## config.mk

```make
export PLATFORM = sky130hd
export DESIGN_NAME = mult_sequencer_flat
export DESIGN_NICKNAME = d
export VERILOG_FILES = /design/src/rtl/mult_sequencer_if.sv /design/src/rtl/mult_sequencer.sv /design/src/flat_wrapper.sv
export SDC_FILE = /design/constraint.sdc
export NUM_CORES = 1
export LEC_CHECK = 0
export ABC_CLOCK_PERIOD_IN_PS = 3150
export BUFFER_PORTS_ARGS = -buffer_cell sky130_fd_sc_hd__buf_2
export CAP_MARGIN = 5
export CORE_AREA = 10 10 47 49
export DETAILED_ROUTE_END_ITERATION = 6
export DIE_AREA = 0 0 57 59
export GPL_TIMING_DRIVEN = 0
export HOLD_SLACK_MARGIN = 0.06
export PLACE_DENSITY = 0.69
export SLEW_MARGIN = 40
export SYNTH_ARGS = -nofsm -noshare
export SYNTH_HDL_FRONTEND = slang
export SYNTH_SLANG_ARGS = --single-unit
```

## constraint.sdc

```tcl
create_clock -name clk -period 3.15 [get_ports clk]
set_clock_uncertainty 0.15 [all_clocks]
set_input_delay 0.1575 -clock clk [delete_from_list [all_inputs] [get_ports clk]]
set_output_delay 0.1575 -clock clk [all_outputs]
set_load 0.01 [all_outputs]
```

## src/rtl/mult_sequencer_if.sv

```systemverilog
// Start/abort request, counter flags and datapath strobes shared by the
// multiplier sequencer (slave side) and whatever drives it (master side).
interface mult_sequencer_if;
    logic start;
    logic abort;
    logic flag_SM;
    logic flag_mux;
    logic cnt_enable;
    logic cnt_sync_reset;
    logic load_operands;
    logic shift_en;
    logic retro_sel;
    logic product_capture;
    logic busy;
    logic done;
    logic error;

    modport master (
        output start, abort, flag_SM, flag_mux,
        input  cnt_enable, cnt_sync_reset, load_operands, shift_en,
               retro_sel, product_capture, busy, done, error
    );

    modport slave (
        input  start, abort, flag_SM, flag_mux,
        output cnt_enable, cnt_sync_reset, load_operands, shift_en,
               retro_sel, product_capture, busy, done, error
    );
endinterface

```

## src/rtl/mult_sequencer.sv

```systemverilog
// Control FSM for the sequential shift-add multiplier: sequences load, run,
// capture and done, drives the external cycle counter, and watches for a hung counter.
module mult_sequencer #(
    parameter int WORD_LENGTH     = 17,
    parameter int NBitsForCounter = 5
) (
    input  logic            clk,
    input  logic            reset,
    mult_sequencer_if.slave bus
);
    localparam int              WD_W     = NBitsForCounter + 1;
    localparam logic [WD_W-1:0] WD_LIMIT = WD_W'(WORD_LENGTH);

    typedef enum logic [2:0] {IDLE, LOAD, RUN, CAPTURE, DONE} state_t;

    state_t          state, state_next;
    logic [WD_W-1:0] wd;
    logic            error_q;
    logic            wd_clr, wd_inc, err_set, err_clr;
    logic            cnt_enable, cnt_sync_reset, load_operands, shift_en;
    logic            retro_sel, product_capture, busy, done;

    always_ff @(posedge clk or negedge reset) begin
        if (!reset) begin
            state   <= IDLE;
            wd      <= '0;
            error_q <= 1'b0;
        end else begin
            state <= state_next;
            if (wd_clr)
                wd <= '0;
            else if (wd_inc)
                wd <= wd + WD_W'(1);
            if (err_clr)
                error_q <= 1'b0;
            else if (err_set)
                error_q <= 1'b1;
        end
    end

    always_comb begin
        state_next      = state;
        wd_clr          = 1'b0;
        wd_inc          = 1'b0;
        err_set         = 1'b0;
        err_clr         = 1'b0;
        cnt_enable      = 1'b0;
        cnt_sync_reset  = 1'b0;
        load_operands   = 1'b0;
        shift_en        = 1'b0;
        retro_sel       = 1'b0;
        product_capture = 1'b0;
        busy            = 1'b0;
        done            = 1'b0;

        case (state)
            IDLE: begin
                if (bus.start) begin
                    state_next = LOAD;
                    err_clr    = 1'b1;
                end
            end
            LOAD: begin
                busy           = 1'b1;
                cnt_enable     = 1'b1;
                cnt_sync_reset = 1'b1;
                if (bus.abort) begin
                    state_next = IDLE;
                end else begin
                    load_operands = 1'b1;
                    retro_sel     = 1'b1;
                    wd_clr        = 1'b1;
                    state_next    = RUN;
                end
            end
            RUN: begin
                // Priority: abort, then counter terminal, then watchdog timeout.
                busy       = 1'b1;
                cnt_enable = 1'b1;
                wd_inc     = 1'b1;
                if (bus.abort) begin
                    cnt_sync_reset = 1'b1;
                    state_next     = IDLE;
                end else if (bus.flag_SM) begin
                    shift_en       = 1'b1;
                    retro_sel      = bus.flag_mux;
                    cnt_sync_reset = 1'b1;
                    state_next     = CAPTURE;
                end else if (wd == WD_LIMIT) begin
                    cnt_sync_reset = 1'b1;
                    err_set        = 1'b1;
                    state_next     = IDLE;
                end else begin
                    shift_en  = 1'b1;
                    retro_sel = bus.flag_mux;
                end
            end
            CAPTURE: begin
                busy = 1'b1;
                if (bus.abort) begin
                    cnt_enable     = 1'b1;
                    cnt_sync_reset = 1'b1;
                    state_next     = IDLE;
                end else begin
                    product_capture = 1'b1;
                    state_next      = DONE;
                end
            end
            DONE: begin
                done = 1'b1;
                if (bus.start) begin
                    state_next = LOAD;
                    err_clr    = 1'b1;
                end else begin
                    state_next = IDLE;
                end
            end
            default: state_next = IDLE;
        endcase
    end

    assign bus.cnt_enable      = cnt_enable;
    assign bus.cnt_sync_reset  = cnt_sync_reset;
    assign bus.load_operands   = load_operands;
    assign bus.shift_en        = shift_en;
    assign bus.retro_sel       = retro_sel;
    assign bus.product_capture = product_capture;
    assign bus.busy            = busy;
    assign bus.done            = done;
    assign bus.error           = error_q;
endmodule

```

## src/flat_wrapper.sv

```systemverilog
// flat-port wrapper written by rule: the top's interface ports become plain ports
module mult_sequencer_flat 
#(
    parameter int WORD_LENGTH     = 17,
    parameter int NBitsForCounter = 5
)
  (clk, reset, bus_start, bus_abort, bus_flag_SM, bus_flag_mux, bus_cnt_enable, bus_cnt_sync_reset, bus_load_operands, bus_shift_en, bus_retro_sel, bus_product_capture, bus_busy, bus_done, bus_error);
  mult_sequencer_if bus_i ();
  input  logic clk;
  input  logic reset;
  input wire logic [$bits(bus_i.start)-1:0] bus_start;
  input wire logic [$bits(bus_i.abort)-1:0] bus_abort;
  input wire logic [$bits(bus_i.flag_SM)-1:0] bus_flag_SM;
  input wire logic [$bits(bus_i.flag_mux)-1:0] bus_flag_mux;
  output wire logic [$bits(bus_i.cnt_enable)-1:0] bus_cnt_enable;
  output wire logic [$bits(bus_i.cnt_sync_reset)-1:0] bus_cnt_sync_reset;
  output wire logic [$bits(bus_i.load_operands)-1:0] bus_load_operands;
  output wire logic [$bits(bus_i.shift_en)-1:0] bus_shift_en;
  output wire logic [$bits(bus_i.retro_sel)-1:0] bus_retro_sel;
  output wire logic [$bits(bus_i.product_capture)-1:0] bus_product_capture;
  output wire logic [$bits(bus_i.busy)-1:0] bus_busy;
  output wire logic [$bits(bus_i.done)-1:0] bus_done;
  output wire logic [$bits(bus_i.error)-1:0] bus_error;
  assign bus_i.start = bus_start;
  assign bus_i.abort = bus_abort;
  assign bus_i.flag_SM = bus_flag_SM;
  assign bus_i.flag_mux = bus_flag_mux;
  assign bus_cnt_enable = bus_i.cnt_enable;
  assign bus_cnt_sync_reset = bus_i.cnt_sync_reset;
  assign bus_load_operands = bus_i.load_operands;
  assign bus_shift_en = bus_i.shift_en;
  assign bus_retro_sel = bus_i.retro_sel;
  assign bus_product_capture = bus_i.product_capture;
  assign bus_busy = bus_i.busy;
  assign bus_done = bus_i.done;
  assign bus_error = bus_i.error;
  mult_sequencer #(.WORD_LENGTH(WORD_LENGTH), .NBitsForCounter(NBitsForCounter)) u_core (.clk(clk), .reset(reset), .bus(bus_i));
endmodule
```

==> summary.md <==
| Metric | Value |
|---|---|
| Die Span X | between 50 and 60 um |
| Total track usage | 0.0783 |
| Top cell type by total area after synthesis | dfrtp_1 |
| Hold crit path type | in2async |
| Antenna cells | 0 |
| Share of the synthesized area in the top cell type | 0.412 |
| Post-Synth Simple-Gate Area | 0.278 |
| Primary FF master, synth | dfrtp_1 |
| Core area | around 0.0014 mm2 |
| Vias per cell | slightly above 5 |
| Htree depth | 1 |
| Worst slack, placed | roughly 1300 ps |
| Total CTS buffers | 3 |
| Initial Util | 0.433 |
| Slew margin rel. | 0.737 |
| Count leader, synth | dfrtp_1 |
| Final net count | 90 |
| Post-cts resize count | 0 |
| Syn avg cell area | just over 10 um2 |
| Layout cells sized above 1 | 0.313 |
| Multiplexer share of the synthesized area | 0.0165 |
| CTS sink cnt | 10 |
| Total congestion overflow | 0 |
| # setup viols final | 0 |
| Crit. End Element | output pin |
| DR DRC count | 0 |
| DR pass1 iterations | 4 |
| Area Overhead vs Synth | 23.5% |
| Mapped Cells | 60 |
| Worst-Margin Slew | approximately 380 ps |
| Placer congestion estimate | between 0.8 and 0.9 |
| Final Slew Violations | 0 |
| Clock transition at the registers of the reported paths | 60 ps |
| CTS tree | built |
| Min Clock Period, post-route | roughly 2100 ps |
| Crit start category | flip-flop |
| Root Buffer | clkbuf_4 |
| Synth Area in Compound Gates | 0.155 |
| Post-synthesis sequential area ratio | 0.412 |
| Syn Std Cell Area | 607 um2 |
| Port buffer count | 14 |
| # IOs | 15 |
| Max-cap violations | 0 |
| CP arrival | approximately 1800 ps |
| Top post-synthesis cells by area | dfrtp_1 41%, ha_1 4.1%, buf_6 3.7% |
| Setup CP Type | reg2out |
| Worst Path Max Fanout | 4 |
| Routed vias | around 500 |
| Initial antenna violation count | 0 |
| DRT iter0 DRCs | 6 |
| Status | finished, final reports clean |
| Post-Syn Nets | 68 |
| Final setup TNS | 0 ps |
| Clk_lat worst skew | approximately 250 ps |
| Avg WL per Cell | ~13 um |
| Fin worst setup slack | between 1000 and 1500 ps |
| Async SR Flop Fraction | 1.00 |
| Largest net degree at the start of global routing | 11 |
| Postcts setup bufs | 0 |
| Height of the chip | around 59 um |
| Worst EP required | roughly 2800 ps |
| FMAX | 473 MHz |
| Final worst-path cycle share | 0.671 |
| Leakage | about 0.00035 uW |
| DRT antenna net count | 0 |
| Yosys reg bits | 10 |
| Hold Buf Count CTS | 3 |
| Post-Route WL | about 1300 um |
| EDFF count, synth | 0 |
| Adder-cell share of the synthesized area | 0.0412 |
| Vias in the first global route | 492 |
| Xor and xnor area share after synthesis | 0.0289 |
| First-pass GRT wire length | approximately 2200 um |
| Clock tree buffer depth | 2 |
| Row count | 14 |
| Dpl hpwl | 987 um |
| Peak supply drop | slightly below 0.4 mV |
| RSZ-0062 raised after global routing | no |
| Post-synth top cells | 10 x dfrtp_1, 6 x nor2_1, 5 x nand2_1 |
| Die area | ~0.0034 mm2 |
| Synthesis Warnings | 0 |
| Final hold vios | 0 |
| Pwr Density | about 600 mW/mm2 |
| Library cells used by synthesis | 32 |
| Main combinational cell family by area after synthesis | simple AND/OR/NAND/NOR gates |
[routing by layer]
| layer | track usage | part of all wire | up-vias |
|---|---|---|---|
| li1 | - | - | 258 |
| met1 | 0.0920 | 0.43 | 233 |
| met2 | 0.132 | 0.53 | 6 |
| met3 | 0.0279 | 0.031 | 2 |
| met4 | 0.0201 | 0.0071 | 0 |
| met5 | 0 | 0 | - |
[cells by family after synthesis]
logic type,after synthesis
compound gates,13
xor+xnor,2
fa+ha+maj,2
buf+inv,7
flops,10
mux,1
simple gates,25
[cell type report]
type	count	area, um2
plain buffers	2	22.5
clock buffers	3	22.5
fillers	139	652
inverters	5	18.8
multi-input cells	43	315
flip-flops and latches	10	250
well taps	16	20.0
repair buffers	17	100
[sequential cells by signal (all words and copies together) (netlist names)]
register          cells
u_core.bus.error      1
u_core.wd             6
u_core.state          3
[where the power goes]
group / total (uW) / internal, uW / switching, uW
clock network: 83.4 / 43.9 / 39.5
registers: 182 / 156 / 25.9
logic: 179 / 89.2 / 90.3
[final timing paths]
check	start	endpoint	slack (ps)	cells after the start
max in group asynchronous	reset	u_core.wd[2]	2520	2
min in group clk	bus_flag_SM	u_core.bus.error	190	4
worst min-delay path	reset	u_core.state[1]	140	2
worst max register to register	u_core.state[2]	u_core.wd[1]	1560	3
worst min register to register	u_core.wd[5]	u_core.wd[5]	360	1
worst max-delay path	u_core.wd[0]	bus_cnt_sync_reset	1040	5
[placed cells by master, fill, tap and decap left out, types with 2 or more instances in the layout]
cell type | netlist | layout
nor4bb_1 | 2 | 2
nor2_1 | 6 | 6
inv_1 | 4 | 4
clkbuf_4 | 0 | 3
a21oi_1 | 3 | 3
dlygate4sd3_1 | 0 | 3
buf_6 | 2 | 2
buf_2 | 0 | 14
ha_1 | 2 | 2
xnor2_1 | 2 | 2
dfrtp_1 | 10 | 10
nand2_1 | 5 | 5
nor4b_1 | 2 | 2
[worst max-delay path, cell delays in order, from the launching register on]
cell and delay (ps):
dfrtp_1 430, ha_1 210, and4bb_2 260, a2111oi_0 430
nor2b_1 90, buf_2 150
[through the flow]
stage | total power [uW] | hold WS (ps) | std cells | utilization | cell area [um2]
after floorplan | 308 | -288 | 60 | - | 607
after global placement | 357 | -120 | 90 | 0.497 | 697
after detailed placement | 363 | -118 | 90 | 0.497 | 697
after CTS | 449 | 150 | 96 | 0.535 | 749
after global routing | 481 | 159 | 96 | 0.535 | 749
final | 445 | 140 | 96 | 0.535 | 749
No activity file was read; power rests on OpenSTA's default activity.
